File: config.mk
export PLATFORM = sky130hd
export DESIGN_NAME = vga_sync_controller
export DESIGN_NICKNAME = d
export VERILOG_FILES = /design/src/rtl/vga_sync_controller.sv
export SDC_FILE = /design/constraint.sdc
export NUM_CORES = 1
export LEC_CHECK = 0
export ABC_AREA = 1
export BUFFER_PORTS_ARGS = -buffer_cell sky130_fd_sc_hd__buf_2
export CORE_MARGIN = 4
export CORE_UTILIZATION = 39
export DETAILED_ROUTE_END_ITERATION = 6
export SYNTH_ARGS = -nofsm -noshare
export SYNTH_HDL_FRONTEND = slang
export SYNTH_SLANG_ARGS = --single-unit
File: constraint.sdc
create_clock -name clk -period 1.18 [get_ports clk]
set_input_delay 0.236 -clock clk [delete_from_list [all_inputs] [get_ports clk]]
set_output_delay 0.236 -clock clk [all_outputs]
set_load 0.01 [all_outputs]
File: src/rtl/vga_sync_controller.sv
// rtl/vga_sync_controller.sv - VGA horizontal/vertical scan sequencer with run/stop control
module vga_sync_controller #(
    parameter int   H_ACTIVE = 640,
    parameter int   H_FP     = 16,
    parameter int   H_SYNC   = 96,
    parameter int   H_BP     = 48,
    parameter int   V_ACTIVE = 480,
    parameter int   V_FP     = 10,
    parameter int   V_SYNC   = 2,
    parameter int   V_BP     = 33,
    parameter logic SYNC_ACT = 1'b0
) (
    input  logic       clk,
    input  logic       reset,
    input  logic       pix_en,
    input  logic       enable,
    output logic       hsync,
    output logic       vsync,
    output logic       video_on,
    output logic [9:0] x,
    output logic [9:0] y,
    output logic       line_start,
    output logic       frame_start,
    output logic       running
);
    localparam int H_TOTAL = H_ACTIVE + H_FP + H_SYNC + H_BP;
    localparam int V_TOTAL = V_ACTIVE + V_FP + V_SYNC + V_BP;

    localparam logic [9:0] X_LAST     = 10'(H_TOTAL - 1);
    localparam logic [9:0] Y_LAST     = 10'(V_TOTAL - 1);
    localparam logic [9:0] X_VIS_END  = 10'(H_ACTIVE);
    localparam logic [9:0] Y_VIS_END  = 10'(V_ACTIVE);
    localparam logic [9:0] HS_START   = 10'(H_ACTIVE + H_FP);
    localparam logic [9:0] HS_END     = 10'(H_ACTIVE + H_FP + H_SYNC);
    localparam logic [9:0] VS_START   = 10'(V_ACTIVE + V_FP);
    localparam logic [9:0] VS_END     = 10'(V_ACTIVE + V_FP + V_SYNC);

    typedef enum logic [1:0] {
        IDLE      = 2'd0,
        RUN       = 2'd1,
        STOP_PEND = 2'd2
    } state_t;

    state_t state;
    state_t state_next;

    logic active;
    logic x_last;
    logic y_last;
    logic wrap_x;
    logic wrap_frame;
    logic in_hs;
    logic in_vs;

    assign active     = (state != IDLE);
    assign x_last     = (x == X_LAST);
    assign y_last     = (y == Y_LAST);
    assign wrap_x     = active && pix_en && x_last;
    assign wrap_frame = wrap_x && y_last;
    assign in_hs      = (x >= HS_START) && (x < HS_END);
    assign in_vs      = (y >= VS_START) && (y < VS_END);
    assign running    = active;

    // A re-raised enable in STOP_PEND wins over the frame-end halt.
    always_comb begin
        state_next = state;
        case (state)
            IDLE:      if (enable) state_next = RUN;
            RUN:       if (!enable) state_next = STOP_PEND;
            STOP_PEND: begin
                if (enable)          state_next = RUN;
                else if (wrap_frame) state_next = IDLE;
            end
            default:   state_next = IDLE;
        endcase
    end

    always_ff @(posedge clk) begin
        if (!reset) state <= IDLE;
        else        state <= state_next;
    end

    always_ff @(posedge clk) begin
        if (!reset) begin
            x <= '0;
            y <= '0;
        end else if (active && pix_en) begin
            x <= x_last ? '0 : x + 10'd1;
            if (x_last) y <= y_last ? '0 : y + 10'd1;
        end
    end

    // Decodes are taken from the pre-edge counters, so they trail x/y by one clk.
    always_ff @(posedge clk) begin
        if (!reset) begin
            hsync       <= ~SYNC_ACT;
            vsync       <= ~SYNC_ACT;
            video_on    <= 1'b0;
            line_start  <= 1'b0;
            frame_start <= 1'b0;
        end else begin
            hsync       <= (active && in_hs) ? SYNC_ACT : ~SYNC_ACT;
            vsync       <= (active && in_vs) ? SYNC_ACT : ~SYNC_ACT;
            video_on    <= active && (x < X_VIS_END) && (y < Y_VIS_END);
            line_start  <= wrap_x;
            frame_start <= wrap_frame || (state == IDLE && enable);
        end
    end
endmodule
==> results of run 1 <==
==> cell type report <==
type,count,area (um2),area share
tap,46,57.6,0.0262
multi-input combinational,150,892,0.406
clock buffer,4,45.0,0.0205
timing repair buffer,72,510,0.232
sequential,27,574,0.261
inverter,32,120,0.0546
==> flip-flops by register name, summed over array words and instances, names as in the netlist <==
register	count
frame_start	1
y	10
x	10
line_start	1
state	2
vsync	1
video_on	1
hsync	1
==> logic make-up after synthesis <==
family | after synthesis
adders and majority gates | 5
buffers and inverters | 35
and+or+nand+nor | 122
AOI/OAI and AO/OA | 18
DFF | 27
xor gates and xnor gates | 4
==> cell usage after synthesis, drive strengths merged (2+ instances only) <==
cell and instances:
buf 2, nand4 5, inv 32, nand3 16
ha 5, dfxtp 27, o21ai 6, a21oi 11
nor3 5, nand2 59, xor2 3, nor4 2
nor3b 2, nor2 32
==> metal layers <==
layer	part of all wire	wire (um)	GRT usage
met5	0	0	0
met3	0.040	150	0.0227
met4	0.021	79	0.0803
met2	0.44	1660	0.285
met1	0.49	1850	0.234
==> report_power, final <==
part / switching, mW / internal, mW / total, mW
logic: 0.0664 / 0.0623 / 0.129
registers: 0.00869 / 0.911 / 0.920
clock network: 0.284 / 0.242 / 0.526
total: 0.359 / 1.22 / 1.57
==> worst min path at each step <==
| stage | from | end | slack (ns) |
|---|---|---|---|
| after floorplan | enable | state[0] | 0.35 |
| after global placement | y[0] | y[0] | 0.48 |
| after detailed placement | y[0] | y[0] | 0.48 |
| after CTS | enable | state[0] | 0.19 |
| after global routing | enable | state[0] | 0.20 |
| final | enable | state[0] | 0.20 |
==> worst reg2reg max path: cells and delay by family (launching register included) <==
family	cells	cell delay, ns
simple gates	7	0.71
flops	1	0.37
fa+ha+maj	1	0.15
buf+inv	1	0.05
==> per-stage QoR <==
| stage | total power [mW] | TNS, ns | instance area, um2 |
|---|---|---|---|
| after global placement | 1.06 | -1.67 | 2010 |
| after detailed placement | 1.06 | -2.15 | 2010 |
| final | 1.57 | -1.29 | 2200 |
| after global routing | 1.65 | -3.42 | 2200 |
| after floorplan | 0.999 | -0.911 | 1500 |
| after CTS | 1.59 | -1.28 | 2150 |
==> what timing repair did <==
action / in CTS / in global routing
setup endpoints to repair: 28 / 37
pin swaps: 9 / 2
cloned: 1 / 0
gates resized for setup: 25 / 18
hold buffers: 0 / 0
==> impl_metrics.json, run 1 <==
{
  "cts.repair_timing.setup_buffer_count": 0,
  "final_nets": 295,
  "yosys.cell_types.count": 26,
  "synthArstFlopShare": 0,
  "post_synth_instance_area_um2": 1440,
  "path_cells": "ha_4, nand2_4, nor2_4, nand2_4, nor2_8, nand3_1, nand2_1, inv_1, nor2_1",
  "synthSimpleGateAreaFrac": 0.401,
  "synth_top_area_frac": 0.374,
  "worst_ir_drop_on_vdd_mv": 0.517,
  "hold_slack_ns": 0.200,
  "coreArea_um2": 3440,
  "synth-edff-count": 0,
  "dr_total_vias": 1528,
  "synth_top_family_by_area": "simple AND/OR/NAND/NOR gates",
  "run_status": "finished with violations",
  "worst-path-stages": 9,
  "hold_viol": 0,
  "synthesis.area_per_instance_um2": 6.84,
  "worst_setup_path_end_kind": "flip-flop",
  "floorplan.die.height_um": 68.8,
  "yosys_warning_total": 0,
  "post_synth_main_area_contributors": "dfxtp_1, nand2_1, inv_1",
  "place.gp.congestion": 0.856,
  "slew_viol_final": 0,
  "timing.critical_path.from": "x[0]",
  "unrepaired_setup_endpoints_after_global_routing": "yes",
  "rr_worst_depth": 9,
  "final-instance-count-excl-fill": 331,
  "fp.dieArea_um2": 4740,
  "cp.arrival_ns": 1.54,
  "worst_slew_margin_rel": 0.779,
  "layout_worst_path_cycle_share": 1.11,
  "synth_seq_cells": 27,
  "syn_nets": 220,
  "proportion_of_layout_cells_with_a_drive_suffix_above_1": 0.428,
  "max_cap_violations": 0,
  "numClockSinks": 27,
  "grt_max_degree": 15,
  "remaining_drc_errors": 0,
  "ff_to_ff_start": "x[0]",
  "worst_path_dominant_cell_family": "simple AND/OR/NAND/NOR gates",
  "maxClockFrequency_ghz": 0.760,
  "most_common_cell_after_layout_fill_and_taps_aside": "nand2_1",
  "post-place-cells": 326,
  "detail_route.wl_per_cell_um": 11.3,
  "leakage_nw": 1.07,
  "hold_path_depth": 3,
  "ant_nets": 0,
  "compound_cell_area_share_of_the_yosys_netlist": 0.0641,
  "initial_utilization": 0.419,
  "avgViaCountPerCell": 4.62,
  "failed_checks": "setup timing",
  "syn-instance-count": 211,
  "path_common_cell": "nand2_4",
  "worst-r2r-setup-slack_ns": -0.14,
  "worst_skew_pair.late_latency_ns": 0.27,
  "slowest_stage": "dfxtp_4",
  "hold_class": "input port to flip-flop",
  "htree_levels": 1,
  "worstMarginPinSlew_ns": 0.328,
  "dr.first_iter.drc_count": 63,
  "worstReg2RegEnd": "y[4]",
  "clock-root-buffer": "clkbuf_8",
  "timing.clock.skew_ns": 0.00779,
  "grt_pass1_vias": 1406,
  "place.detailed.hpwl_um": 2890,
  "clk_transition_reported_paths_ns": 0.09,
  "yosysTopAreaCell": "dfxtp_1",
  "tritoncts": "yes",
  "path_buf_inv": 1,
  "finalCoreUtilization": 0.639,
  "critical_path_required_ns": 1.40,
  "crit_type": "flip-flop to flip-flop",
  "numCtsBuffers": 3,
  "std_cell_rows": 21,
  "routed_wirelength_um": 3750,
  "grt_first_pass_wirelength_um": 6240,
  "clk_path_buf_depth": 2,
  "dpl_worst_slack_ns": -0.156,
  "synth_xor_area_frac": 0.0243,
  "max_stage_delay_ns": 0.37,
  "synth_top_flop_cell": "dfxtp_1",
  "final_setup_margin_ns": -0.135,
  "area_added_between_synthesis_and_finish_pct": 52.3,
  "synth-seq-area-share": 0.374,
  "synth_fa_ha_area_frac": 0.0433,
  "antenna_cells_inserted": 0,
  "filler_cell_count": 309,
  "io-pin-count": 30,
  "floorplan.die.width_um": 68.8,
  "portBuffers": 29,
  "setup_viol": 23,
  "muxShareOfSynthArea": 0,
  "number_of_antenna_violations_at_the_first_check_in_global_routing": 0,
  "min_period_ns": 1.32,
  "endpoint": "y[4]",
  "power_density_nw_per_um2": 716,
  "grt_overflow": 0,
  "grt_usage": 0.177,
  "first_pass_iters": 4,
  "cp-start-kind": "flip-flop",
  "crit_path_max_fanout": 5,
  "final_cell_mix": "nand2_1, buf_4, inv_1, buf_2, nor2_1"
}
Note: power is estimated with default switching activity, not from simulation.
==> inputs of run 2 (changes only) <==
--- a/config.mk
+++ b/config.mk
@@ -7,9 +7,9 @@
 export LEC_CHECK = 0
 export ABC_AREA = 1
 export BUFFER_PORTS_ARGS = -buffer_cell sky130_fd_sc_hd__buf_2
-export CORE_MARGIN = 4
 export CORE_UTILIZATION = 39
 export DETAILED_ROUTE_END_ITERATION = 6
+export MAX_ROUTING_LAYER = met4
 export SYNTH_ARGS = -nofsm -noshare
 export SYNTH_HDL_FRONTEND = slang
 export SYNTH_SLANG_ARGS = --single-unit
==> run 2 against run 1 <==
Non-clock buffer count fell by 3. Critical path depth did not move. Clock skew fell by 0.00093 ns. Clock power rose by 4.0%. Core utilization rose by 0.69 points. Setup slack got worse by 0.038 ns. Design area rose by 1.1%. The flow still finishes with violations (setup timing). Via count fell by 0.52%. Count of clock-buffer cells in the layout fell by 1.
==> impl_metrics.json, run 2 (synthesis gave the netlist of run 1 again) <==
{
  "run_status": "finished with violations",
  "failed_checks": "setup timing",
  "grt_use_met2": 0.356,
  "place.detailed.hpwl_um": 2700,
  "gr-max-usage-layer": "met2",
  "detail_route.wl_per_cell_um": 11.9,
  "area_added_between_synthesis_and_finish_pct": 54.0,
  "proportion_of_layout_cells_with_a_drive_suffix_above_1": 0.436,
  "final_cell_mix": "nand2_1, buf_4, inv_1, buf_2, nor2_1",
  "clk_path_buf_depth": 2,
  "crit_path_max_fanout": 5,
  "htree_levels": 1,
  "total_switching_power_uw": 391,
  "leakage_nw": 1.07,
  "slew_viol_final": 0,
  "p_clk_frac": 0.340,
  "coreArea_um2": 3440,
  "finalPower_mw": 1.61,
  "most_common_cell_after_layout_fill_and_taps_aside": "nand2_1",
  "power_density_nw_per_um2": 724,
  "portBuffers": 29,
  "antenna_cells_inserted": 0,
  "avgViaCountPerCell": 4.63,
  "swShare": 0.243,
  "maxClockFrequency_ghz": 0.739,
  "fp.dieArea_um2": 3950,
  "p_comb_frac": 0.084,
  "initial_utilization": 0.419,
  "dpl_worst_slack_ns": -0.140,
  "worstMarginPinSlew_ns": 0.361,
  "place.gp.congestion": 0.799,
  "routed_wirelength_um": 3910,
  "worst_setup_path_end_kind": "flip-flop",
  "share_seq_of_total_power": 0.576,
  "grt_overflow": 0,
  "floorplan.die.width_um": 62.8,
  "hold_class": "input port to flip-flop",
  "tritoncts": "yes",
  "final-instance-count-excl-fill": 328,
  "unrepaired_setup_endpoints_after_global_routing": "yes",
  "worst_skew_pair.late_latency_ns": 0.28,
  "io-pin-count": 30,
  "dr_total_vias": 1520,
  "crit_type": "flip-flop to flip-flop",
  "dr.first_iter.drc_count": 58,
  "clk_transition_reported_paths_ns": 0.10,
  "critical_path_required_ns": 1.36,
  "cp-start-kind": "flip-flop",
  "number_of_antenna_violations_at_the_first_check_in_global_routing": 0,
  "setup_viol": 23,
  "numClockSinks": 27,
  "grt_pass1_vias": 1419,
  "ant_nets": 0,
  "numCtsBuffers": 3,
  "max_cap_violations": 0,
  "hold_viol": 0,
  "final_setup_margin_ns": -0.173,
  "final_nets": 292,
  "grt_util_met1": 0.248,
  "clock-root-buffer": "clkbuf_8",
  "min_period_ns": 1.35,
  "std_cell_rows": 21,
  "layout_worst_path_cycle_share": 1.15,
  "grt_first_pass_wirelength_um": 6270,
  "grt_usage": 0.205,
  "remaining_drc_errors": 0,
  "internal_power_mw": 1.22,
  "gr-usage-met3": 0.0182,
  "post-place-cells": 321,
  "biggestRegsByFlops": "x: 10 flops, y: 10 flops, state: 2 flops",
  "worst_slew_margin_rel": 0.757,
  "finalCoreUtilization": 0.646,
  "worst_ir_drop_on_vdd_mv": 0.439,
  "timing.clock.skew_ns": 0.00686,
  "filler_cell_count": 329,
  "cp.arrival_ns": 1.54,
  "floorplan.die.height_um": 62.8,
  "grt_max_degree": 16,
  "first_pass_iters": 4
}
-- run 2: cell types whose count changed in the layout (fill, tap and decap cells not counted), sizes merged --
cell	delta
buf	-3
clkbuf	-1
clkinv	+1
-- run 2: worst paths after layout --
path                from       end  slack [ns]  cells past startpoint
hold / removal    enable  state[0]        0.19                      3
setup / recovery    x[0]      y[1]       -0.17                      9
setup reg to reg    x[0]      y[1]       -0.17                      9
hold reg to reg     y[3]      y[3]        0.49                      2
-- run 2: metal layers --
metal / up-vias / part of all wire
met3: 5 / 0.025
met4: 0 / 0.011
met2: 27 / 0.48
li1: 805 / -
met1: 683 / 0.48
met5: - / 0
-- run 2: power groups by stage --
| stage | clock (mW) | sequential (mW) | combinational [mW] |
|---|---|---|---|
| after floorplan | 0 | 0.953 | 0.0465 |
| after CTS | 0.550 | 0.927 | 0.114 |
| final | 0.547 | 0.927 | 0.134 |
| after global routing | 0.593 | 0.929 | 0.148 |
| after global placement | 0 | 0.947 | 0.105 |
| after detailed placement | 0 | 0.947 | 0.105 |
-- run 2: per-stage QoR --
step           instance area (um2)  hold slack [ns]  TNS (ns)
6_report                      2220            0.186     -2.12
4_1_cts                       2100            0.191     -1.47
5_1_grt                       2220            0.208     -4.02
2_1_floorplan                 1500            0.355    -0.911
3_3_place_gp                  1970            0.484     -1.64
3_5_place_dp                  1970            0.483     -1.97
-- run 2: what timing repair did --
| action | 4_1_cts | 5_1_grt |
|---|---|---|
| pin swaps | 6 | 11 |
| endpoints found under the setup margin | 25 | 32 |
| buffers inserted | 0 | 2 |
| hold buffers | 0 | 0 |
| resized for setup | 20 | 28 |
| gates cloned | 1 | 0 |
-- run 2: critical path: stages (launching register included) --
cell,delay (ns)
dfxtp_4,0.37
ha_4,0.15
nand2_4,0.05
nor2_4,0.12
nand2_4,0.12
nor2_8,0.17
buf_12,0.12
nor2_4,0.04
nand2_1,0.07
o21ai_1,0.05
-- run 2: area by class of cell --
type / instances / area (um2) / area share
flip-flops and latches: 27 / 566 / 0.254
well taps: 46 / 57.6 / 0.0259
repair buffers: 69 / 503 / 0.226
inverters: 32 / 120 / 0.0540
multi-input cells: 150 / 931 / 0.419
clock buffers: 3 / 41.3 / 0.0186
clock inverters: 1 / 5.00 / 0.00225
